`src/rtl/bus_capture_writer.sv`:
```
// bus_capture_writer
// ------------------
// Bus-controlled capture engine. It takes a 16-bit sample stream and writes
// a programmed number of consecutive samples into the write port of a
// bus-readable dual-port RAM. Control and status registers sit on the 16-bit bus.
//
// Register map (byte offset from BASE_ADDR8):
//   0x0 CTRL   (W)   bit0 ARM, bit1 ABORT. Self-clearing strobes; reads 0.
//   0x2 COUNT  (R/W) Samples to capture. A value of 0 or more than DEPTH means DEPTH.
//   0x4 STATUS (R)   bit0 busy, bit1 done, bit2 triggered.
//   0x6 WR_PTR (R)   Samples written by the current or last capture.
//
// Optional feature: define CAPTURE_TRIGGER_EN to add the ARMED state.
// In that state i_Trigger gates the start of capture.
// Without the macro, ARM starts capture directly and i_Trigger is ignored.
//
// Ports:
//   i_Bus_Clk, i_Bus_Rst         clock, synchronous active-high reset
//   i_Bus_CS, i_Bus_Wr_Rd_n,     bus access (1 = write); byte address,
//   i_Bus_Addr8, i_Bus_Wr_Data   bit 0 of the address is ignored
//   o_Bus_Rd_Data, o_Bus_Rd_DV   registered read response, 1-cycle latency
//   i_Sample_DV, i_Sample_Data   sample stream
//   i_Trigger                    level trigger (CAPTURE_TRIGGER_EN only)
//   o_Wr_Addr, o_Wr_DV, o_Wr_Data  RAM write port, 1-cycle latency
//   o_Done                       high while a finished capture is held
module bus_capture_writer #(
  parameter int          DEPTH      = 256,
  parameter logic [15:0] BASE_ADDR8 = 16'h0000,
  localparam int         ADDR_W     = $clog2(DEPTH)
) (
  input  logic              i_Bus_Clk,
  input  logic              i_Bus_Rst,
  input  logic              i_Bus_CS,
  input  logic              i_Bus_Wr_Rd_n,
  input  logic [15:0]       i_Bus_Addr8,
  input  logic [15:0]       i_Bus_Wr_Data,
  output logic [15:0]       o_Bus_Rd_Data,
  output logic              o_Bus_Rd_DV,
  input  logic              i_Sample_DV,
  input  logic [15:0]       i_Sample_Data,
  input  logic              i_Trigger,
  output logic [ADDR_W-1:0] o_Wr_Addr,
  output logic              o_Wr_DV,
  output logic [15:0]       o_Wr_Data,
  output logic              o_Done
);

  // The write pointer needs one extra bit so it can hold DEPTH itself.
  localparam int PTR_W = ADDR_W + 1;

  typedef enum logic [1:0] {
    ST_IDLE    = 2'd0,
    ST_ARMED   = 2'd1,
    ST_CAPTURE = 2'd2,
    ST_DONE    = 2'd3
  } state_t;

  state_t            state_reg;
  logic [15:0]       count_reg;
  logic [PTR_W-1:0]  eff_count_reg;
  logic [PTR_W-1:0]  wr_ptr_reg;
  logic              triggered_reg;
  logic              done_reg;
  logic              wr_dv_reg;
  logic [ADDR_W-1:0] wr_addr_reg;
  logic [15:0]       wr_data_reg;
  logic              rd_dv_reg;
  logic [15:0]       rd_data_reg;

  // Address decode. The subtraction wraps, so an address below the base
  // lands far outside the 8-byte window.
  logic [15:0] offset;
  logic        in_window;
  logic [1:0]  reg_sel;
  logic        bus_wr;
  logic        bus_rd;
  logic        arm_req;
  logic        abort_req;
  logic        count_wr;

  assign offset    = i_Bus_Addr8 - BASE_ADDR8;
  assign in_window = (offset[15:3] == 13'd0);
  assign reg_sel   = offset[2:1];
  assign bus_wr    = i_Bus_CS &  i_Bus_Wr_Rd_n & in_window;
  assign bus_rd    = i_Bus_CS & ~i_Bus_Wr_Rd_n & in_window;
  // ABORT takes priority, so a combined ARM+ABORT write never arms.
  assign abort_req = bus_wr && (reg_sel == 2'd0) && i_Bus_Wr_Data[1];
  assign arm_req   = bus_wr && (reg_sel == 2'd0) && i_Bus_Wr_Data[0] && !i_Bus_Wr_Data[1];
  assign count_wr  = bus_wr && (reg_sel == 2'd1);

  logic busy;
  assign busy = (state_reg == ST_ARMED) || (state_reg == ST_CAPTURE);

  // Effective count, latched at ARM. Out-of-range values mean a full-RAM capture.
  logic [PTR_W-1:0] eff_count_next;
  always_comb begin
    eff_count_next = PTR_W'(count_reg);
    if (count_reg == 16'd0 || 32'(count_reg) > DEPTH)
      eff_count_next = PTR_W'(DEPTH);
  end

  // Capture is enabled in CAPTURE. With the trigger option it is also
  // enabled in the ARMED cycle that sees the trigger, so the sample that
  // arrives with the trigger is kept.
  logic capture_en;
`ifdef CAPTURE_TRIGGER_EN
  assign capture_en = (state_reg == ST_CAPTURE) || ((state_reg == ST_ARMED) && i_Trigger);
`else
  assign capture_en = (state_reg == ST_CAPTURE);
`endif

  logic [PTR_W-1:0] ptr_inc;
  assign ptr_inc = wr_ptr_reg + PTR_W'(1);

  logic [15:0] rd_mux;
  always_comb begin
    rd_mux = 16'd0;
    case (reg_sel)
      2'd1:    rd_mux = count_reg;
      2'd2:    rd_mux = {13'd0, triggered_reg, done_reg, busy};
      2'd3:    rd_mux = 16'(wr_ptr_reg);
      default: rd_mux = 16'd0;
    endcase
  end

  always_ff @(posedge i_Bus_Clk) begin
    if (i_Bus_Rst) begin
      state_reg     <= ST_IDLE;
      count_reg     <= 16'd0;
      eff_count_reg <= '0;
      wr_ptr_reg    <= '0;
      triggered_reg <= 1'b0;
      done_reg      <= 1'b0;
      wr_dv_reg     <= 1'b0;
      wr_addr_reg   <= '0;
      wr_data_reg   <= 16'd0;
      rd_dv_reg     <= 1'b0;
      rd_data_reg   <= 16'd0;
    end else begin
      wr_dv_reg   <= 1'b0;
      rd_dv_reg   <= bus_rd;
      rd_data_reg <= bus_rd ? rd_mux : 16'd0;

      if (count_wr && !busy)
        count_reg <= i_Bus_Wr_Data;

      case (state_reg)
        ST_IDLE, ST_DONE: begin
          if (arm_req) begin
            wr_ptr_reg    <= '0;
            eff_count_reg <= eff_count_next;
            triggered_reg <= 1'b0;
            done_reg      <= 1'b0;
`ifdef CAPTURE_TRIGGER_EN
            state_reg     <= ST_ARMED;
`else
            state_reg     <= ST_CAPTURE;
`endif
          end
        end
        ST_ARMED, ST_CAPTURE: begin
          if (abort_req) begin
            state_reg <= ST_IDLE;
          end else begin
`ifdef CAPTURE_TRIGGER_EN
            if (state_reg == ST_ARMED && i_Trigger) begin
              state_reg     <= ST_CAPTURE;
              triggered_reg <= 1'b1;
            end
`endif
            if (capture_en && i_Sample_DV) begin
              wr_dv_reg   <= 1'b1;
              wr_addr_reg <= wr_ptr_reg[ADDR_W-1:0];
              wr_data_reg <= i_Sample_Data;
              wr_ptr_reg  <= ptr_inc;
              // This check comes last, so the final write overrides the
              // move to CAPTURE in the same cycle.
              if (ptr_inc == eff_count_reg) begin
                state_reg <= ST_DONE;
                done_reg  <= 1'b1;
              end
            end
          end
        end
        default: state_reg <= ST_IDLE;
      endcase
    end
  end

  assign o_Wr_DV       = wr_dv_reg;
  assign o_Wr_Addr     = wr_addr_reg;
  assign o_Wr_Data     = wr_data_reg;
  assign o_Done        = done_reg;
  assign o_Bus_Rd_DV   = rd_dv_reg;
  assign o_Bus_Rd_Data = rd_data_reg;

  // Byte-lane bit of the address and, in the default build, the trigger
  // input are intentionally unused.
  logic unused_bits;
  assign unused_bits = ^{offset[0], i_Trigger};

endmodule

```
`config.mk`:
```
export PLATFORM = sky130hd
export DESIGN_NAME = bus_capture_writer
export DESIGN_NICKNAME = d
export VERILOG_FILES = /design/src/rtl/bus_capture_writer.sv
export SDC_FILE = /design/constraint.sdc
export NUM_CORES = 1
export LEC_CHECK = 0
export CELL_PAD_IN_SITES_DETAIL_PLACEMENT = 0
export CELL_PAD_IN_SITES_GLOBAL_PLACEMENT = 2
export CORE_ASPECT_RATIO = 0.5
export CORE_MARGIN = 4
export CORE_UTILIZATION = 24
export CTS_CLUSTER_SIZE = 40
export DETAILED_ROUTE_END_ITERATION = 6
export PLACE_DENSITY = 0.76
export SETUP_SLACK_MARGIN = 0.02
export SLEW_MARGIN = 20
export SYNTH_ARGS = -nofsm -noshare
export SYNTH_HDL_FRONTEND = slang
export SYNTH_SLANG_ARGS = --single-unit
```
`constraint.sdc`:
```
create_clock -name i_Bus_Clk -period 1.85 [get_ports i_Bus_Clk]
set_clock_uncertainty 0.15 [all_clocks]
set_input_delay 0.2775 -clock i_Bus_Clk [delete_from_list [all_inputs] [get_ports i_Bus_Clk]]
set_output_delay 0.2775 -clock i_Bus_Clk [all_outputs]
set_load 0.02 [all_outputs]
```
# ---- Yosys cells after proc, flatten, opt, wreduce, memory -nomap -nowiden
# Cells that the tools add are included.
dict set report totals {
  memories 0
  input_bits 54
  word_cells 74
  rom_bits 0
  ram_bits 0
  latch_bits 0
  regBits 79
  out_inout_bits 43
}
dict set report op_classes {
  n_reduce_logical 24
  shift 0
  n_mux 17
  mul 0
  n_div 0
  order_cmp 1
  n_bitwise 8
  addsub 1
  n_eq_ne 13
}
# op count
set op_table {}
lappend op_table {{case mux 16 bit (3 select lines)} 1}
lappend op_table {{two-way mux 9 bit} 4}
lappend op_table {{case mux 9 bit (2 select lines)} 1}
lappend op_table {{greater-than comparator 16 x 9 -> 1 bit, second input constant} 1}
lappend op_table {{logical NOT 16 bit} 1}
lappend op_table {{logical NOT 13 bit} 1}
lappend op_table {{adder 9 x 1 -> 9 bit, second input constant} 1}
lappend op_table {{equality test 9 bit} 1}
lappend op_table {{AND reduction 3 bit} 3}
lappend op_table {{equality test 2 bit, second input constant} 4}
lappend op_table {{two-way mux 2 bit} 4}
lappend op_table {{inequality test 2 bit, second input constant} 4}
lappend op_table {{logical AND 1 bit} 7}
lappend op_table {{inequality test 3 bit, second input constant} 2}
lappend op_table {{OR reduction 2 bit} 3}
lappend op_table {{two-way mux 1 bit} 5}
lappend op_table {{AND 1 bit} 4}
lappend op_table {{equality test 2 x 1 -> 1 bit, second input constant} 2}
lappend op_table {{logical NOT 2 bit} 2}
lappend op_table {{NOT 1 bit} 4}
lappend op_table {{case mux 2 bit (2 select lines)} 1}
lappend op_table {{AND reduction 4 bit} 1}
lappend op_table {{OR reduction 3 bit} 1}
lappend op_table {{logical NOT 1 bit} 2}
lappend op_table {{3 further kinds} 4}

# ---- Longest topological paths before layout
dict set report depth {
  depth_word 7
  ltp_mapped 8
  depth_no_buf 8
}

# ---- Worst setup path before layout
# No wires, ideal clock.
dict set report synth_path {
  kind {register to register}
  startpoint {register state_reg[0]}
  endpoint {register wr_ptr_reg[4]}
  setup_time_ns 0.128
  period_less_slack_ns 2.072
  slack_ns -0.222
  stages_incl_launch_ff 9
  path_buffers 0
  t_arrival_ns 1.794
  required_time_ns 1.572
  path_cell_list {dfxtp_1 inv_1 ha_1 inv_1 nor3b_1 nor4b_4 nor3_2 o21ai_0 o31ai_1}
}
dict set report synth_via {
  elab_chain_cells 4
  word_cells_on_any_way 12
  cone_classes {eq/ne: 6; mux: 1; reduce/logical: 5}
}
# item line
set synth_rtl {}
lappend synth_rtl {{start, declared} 58} ;# state_t state_reg;
lappend synth_rtl {{start signal, assigned} 128} ;# state_reg <= ST_IDLE;
lappend synth_rtl {{start signal, assigned} 157} ;# state_reg <= ST_CAPTURE;
lappend synth_rtl {{start signal, assigned} 163} ;# state_reg <= ST_IDLE;
lappend synth_rtl {{equality test 2 bit (tied with other cells)} {109, 147}}
lappend synth_rtl {{OR reduction 2 bit / logical AND 1 bit (equally long branches)} {147, 171}}
lappend synth_rtl {{inequality test 2 bit (no source line)} n/a}
lappend synth_rtl {{AND reduction 3 bit (no source line)} n/a}
lappend synth_rtl {{end signal, assigned} 175} ;# wr_ptr_reg <= ptr_inc;
lappend synth_rtl {{end, declared} 61} ;# logic [PTR_W-1:0] wr_ptr_reg;
# Several ways; a longest one is shown, not always the timed one.
# A chain may end at the register's enable or synchronous reset.

# ---- Final worst setup path
dict set report layout_path {
  startpoint {register state_reg[0]}
  endpoint {register eff_count_reg[7]}
}
dict set report layout_via {
  elab_chain_cells 3
  word_cells_on_any_way 4
  cone_classes {eq/ne: 1; reduce/logical: 3}
}
# item line
set layout_rtl {}
lappend layout_rtl {{equality test 2 bit / logical NOT 2 bit (equally long branches)} 147} ;# case (state_reg)
lappend layout_rtl {{OR reduction 2 bit (*)} 147}
lappend layout_rtl {{AND reduction 2 bit (no source line) (*)} n/a}
lappend layout_rtl {{end signal, assigned} 151} ;# eff_count_reg <= eff_count_next;
lappend layout_rtl {{end, declared} 60} ;# logic [PTR_W-1:0] eff_count_reg;
# Every way passes the cells marked *; elsewhere a longest branch is shown, timed or not.

==> impl_summary.md <==
Clock network
The clock root buffer is sky130_fd_sc_hd__clkbuf_16. CTS built an H-tree with a depth of 3. The clock reaches the later pin of the worst-skew pair after 0.34 ns. The total clock buffers created by CTS is 9. TritonCTS built the clock tree.

Clock tree synthesis found a total of 79 sinks. Counting along the longest clock path gives a buffer depth of 2. The clock input transition at the sequential cells of the worst setup and hold paths is 0.06 ns.

Yosys
After synthesis, the cell types taking the most area are sky130_fd_sc_hd__dfxtp_1, sky130_fd_sc_hd__nand2_1, sky130_fd_sc_hd__a21oi_1. The synthesized net count is 446. The prevailing post-synth register cell is sky130_fd_sc_hd__dfxtp_1. The post-synthesis cell area is 0.003274 sq mm. The number of storage elements in the synthesis netlist is 79.

sky130_fd_sc_hd__dfxtp_1 takes more of the synthesized area than any other cell. The count of flip-flops with a built-in enable after synthesis is 0. The synthesized netlist contains 47 unique library cells. The sequential cell area fraction in the yosys report is 0.4830.

The Yosys warning count is 0. The share of synthesized area in the top cell type comes to 0.4830. For this run, asynchronously set or reset flops after synthesis account for 0. The gate count after technology mapping is 390.

The average cell area after synthesis is 8.396 sq um.

Worst setup path
The critical path goes through inv_2 -> ha_4 -> inv_4 -> nor3b_4 -> nor4b_4 -> buf_6 -> and2_0 -> buf_4 -> a22o_1. The critical path data arrival time is 1.97 ns. The worst register-to-register path begins at state_reg[0]$_SDFFE_PP0P_. The critical path startpoint category is a register. For this run, the slowest stage of the critical path takes 0.33 ns. Along the worst path, the maximum fanout reaches 6. The start-to-end type of the worst setup path is reg -> reg. For the worst flop-to-flop path, the logic depth is 9. The destination of the worst register-to-register timing path is eff_count_reg[7]$_SDFFE_PP0P_. The register-to-register path setup slack is 0.006 ns. At the worst endpoint, the required time is 1.98 ns.

The library cell contributing the largest single delay on the critical path is sky130_fd_sc_hd__dfxtp_2. The worst setup path is captured at a register.

Drt
The detail route stage leaves a number of antenna-violating nets equal to 0. The routed length per instance is 14.85 um. The total via count in the routed design is 3,206. In the routed layout, each cell is associated on average with a via count of 4.422. The detailed-route wire length is 10,770 um. The number of violations reported at the end of detailed-routing iteration 0 is 122.

The first detailed-routing pass took 4 iterations. In the routed design, unresolved DRC markers number 0.

Global routing
The initial antenna violation count is 0. The largest net degree at the start of global routing is 26. The remaining global-route overflow is 0.

The wire length of the first global-routing pass is 16,530 um. The via count of the first global-routing pass came to 3,144. For this run, the total global-route usage over all layers was measured as 0.1306.

Min path
The cell depth of the worst min-delay path is 2. The path with the worst hold slack has its endpoint at state_reg[1]$_SDFFE_PP0P_. The tightest min-delay check is of the in -> reg type. The worst hold path begins at i_Bus_Rst.

Run
The number of max-cap violations is 0.

STA
The max-slew violation count is 0. The total negative setup slack is 0 ns. Setup violations remaining at the end of the flow were counted as 0. The number of endpoints with negative hold slack in the final report was 0. After layout, the minimum clock period comes to 1.844 ns. The measured slew at the worst slew-check pin is 0.4020 ns. The highest attainable clock frequency is 542.3 MHz. Setup repair after global routing could not meet its margin everywhere.

The fraction of the cycle the final worst path needs is 0.9967. The normalized max-slew margin is 0.7311.

Pwr
The clock network power share is 0.471. Dividing total power by cell area gives a power density of 648.7 mW/mm^2. The completed layout was analyzed and its total power is 3.588 mW. The share of total power consumed by net switching is 0.2342. The maximum VDD drop is 351.2 uV. The internal power of the cells totals 2.748 mW.

The leakage power is 2.153 nW. The share of total power dissipated in combinational logic is 0.057. The analysis attributes to net switching a power of 840.5 uW.

The share of total power dissipated in sequential elements is 0.473.

Place
The number of I/O port buffers is 94. Routability-driven placement finished with a final weighted congestion of 0.7794. After legalization and detailed placement, the total HPWL measured 7769 um.

Floorplan
The width of the die is 173.2 um. The initial standard-cell utilization of the core is 0.2521. The total number of placement rows is 29.

The core region is 0.01299 sq mm. The vertical die dimension is 90.60 um. The floorplan step defined a die boundary enclosing 0.01569 sq mm. Pin placement for this block handled 97 I/O pins.

Cells and area
The core utilization of the finished layout is 0.4258. The final-stage net count is 606. The top cell types in the final layout, fill and taps aside, are sky130_fd_sc_hd__nand2_1, sky130_fd_sc_hd__dfxtp_1, sky130_fd_sc_hd__clkdlybuf4s50_1. Summing all flip-flop and latch instances after layout gives 0.001594 sq mm.

The most common library cell in the layout ignoring fill and taps is sky130_fd_sc_hd__nand2_1. The repair_antennas step left the layout with diodes totalling 0. The share of post-route cells with drive strength above 1 is 0.2739. The combined area of the multi-input logic cells is 0.001799 sq mm. The number of inserted filler cells in the final layout is 1,324.

From synthesis to final layout, the design area changed by 68.93%.

Run status
The run finished with clean final reports.
==> worst max-delay path: cells and delay by family (launching register included) <==
family,cells,cell delay [ns]
adder cells (fa/ha/maj),1,0.27
AO/OA/AOI/OAI,1,0.12
buffers and inverters,4,0.39
AND/OR/NAND/NOR,3,0.52
flip-flops,1,0.33
==> through the flow <==
step	area, sq um	hold WS, ns	instances	setup WS, ns
global route	5532	0.1496	725	-0.1011
global placement	4865	0.2923	697	-0.5833
detailed placement	4865	0.2961	697	-0.6393
CTS	5306	0.1403	718	-0.004774
finish	5532	0.1357	725	0.006082
floorplan	3294	0.2635	390	-0.07993
==> worst max-delay path by stage <==
stage                     depth (start not counted)                            end                 startpoint
after floorplan                                   8     wr_ptr_reg[4]$_SDFFE_PP0P_  state_reg[0]$_SDFFE_PP0P_
after global placement                            8     count_reg[11]$_SDFFE_PP0P_             i_Bus_Addr8[9]
after detailed placement                          8     wr_ptr_reg[4]$_SDFFE_PP0P_             i_Bus_Addr8[5]
after CTS                                         9  eff_count_reg[5]$_SDFFE_PP0P_  state_reg[0]$_SDFFE_PP0P_
after global routing                              9  eff_count_reg[7]$_SDFFE_PP0P_  state_reg[0]$_SDFFE_PP0P_
final                                             9  eff_count_reg[7]$_SDFFE_PP0P_  state_reg[0]$_SDFFE_PP0P_
==> repair_timing <==
action	4_1_cts	5_1_grt
resized for setup	56	62
pin swaps	23	35
setup buffers	9	4
hold buffers	0	0
gates cloned	0	3
endpoints found under the setup margin	78	71
==> metal layers <==
metal	share of wire	GRT usage	vias up
li1	-	-	1654
met1	0.52	0.1821	1501
met2	0.44	0.2066	46
met3	0.030	0.03053	5
met4	0.0059	0.02787	0
met5	0	0	-
==> area by class of cell <==
type | count | area share
timing repair buffer | 171 | 0.2902
tap | 170 | 0.03845
multi-input combinational | 281 | 0.3253
inverter | 8 | 0.007012
clock buffer | 10 | 0.04139
clock inverter | 6 | 0.009500
sequential | 79 | 0.2882
==> cell usage after synthesis, types with 4 or more instances <==
library cell,n
sky130_fd_sc_hd__nor2b_1,5
sky130_fd_sc_hd__nand3_1,5
sky130_fd_sc_hd__clkbuf_1,15
sky130_fd_sc_hd__nand2_1,100
sky130_fd_sc_hd__mux2i_1,7
sky130_fd_sc_hd__dfxtp_1,79
sky130_fd_sc_hd__nor3b_1,4
sky130_fd_sc_hd__nor3_1,4
sky130_fd_sc_hd__xnor2_1,7
sky130_fd_sc_hd__a22o_1,6
sky130_fd_sc_hd__inv_1,7
sky130_fd_sc_hd__and3_1,9
sky130_fd_sc_hd__o21ai_0,17
sky130_fd_sc_hd__a21oi_1,47
sky130_fd_sc_hd__xor2_1,6
sky130_fd_sc_hd__nor2_1,23
sky130_fd_sc_hd__buf_2,4
==> power groups by stage <==
stage	clock (mW)	sequential (mW)	combinational (mW)
2_1_floorplan	0	1.74	0.0444
6_report	1.69	1.70	0.204
3_5_place_dp	0	1.74	0.194
5_1_grt	1.79	1.69	0.218
4_1_cts	1.74	1.70	0.198
3_3_place_gp	0	1.74	0.194
==> cell families after synthesis <==
family,Yosys count,synth area share
xor gates and xnor gates,14,0.04203
and+or+nand+nor,174,0.2541
AOI/OAI and AO/OA,83,0.1498
DFF,79,0.4830
muxes,8,0.02484
adders and majority gates,2,0.007641
buffers and inverters,30,0.03859
Power figures use the tool's default switching activity.
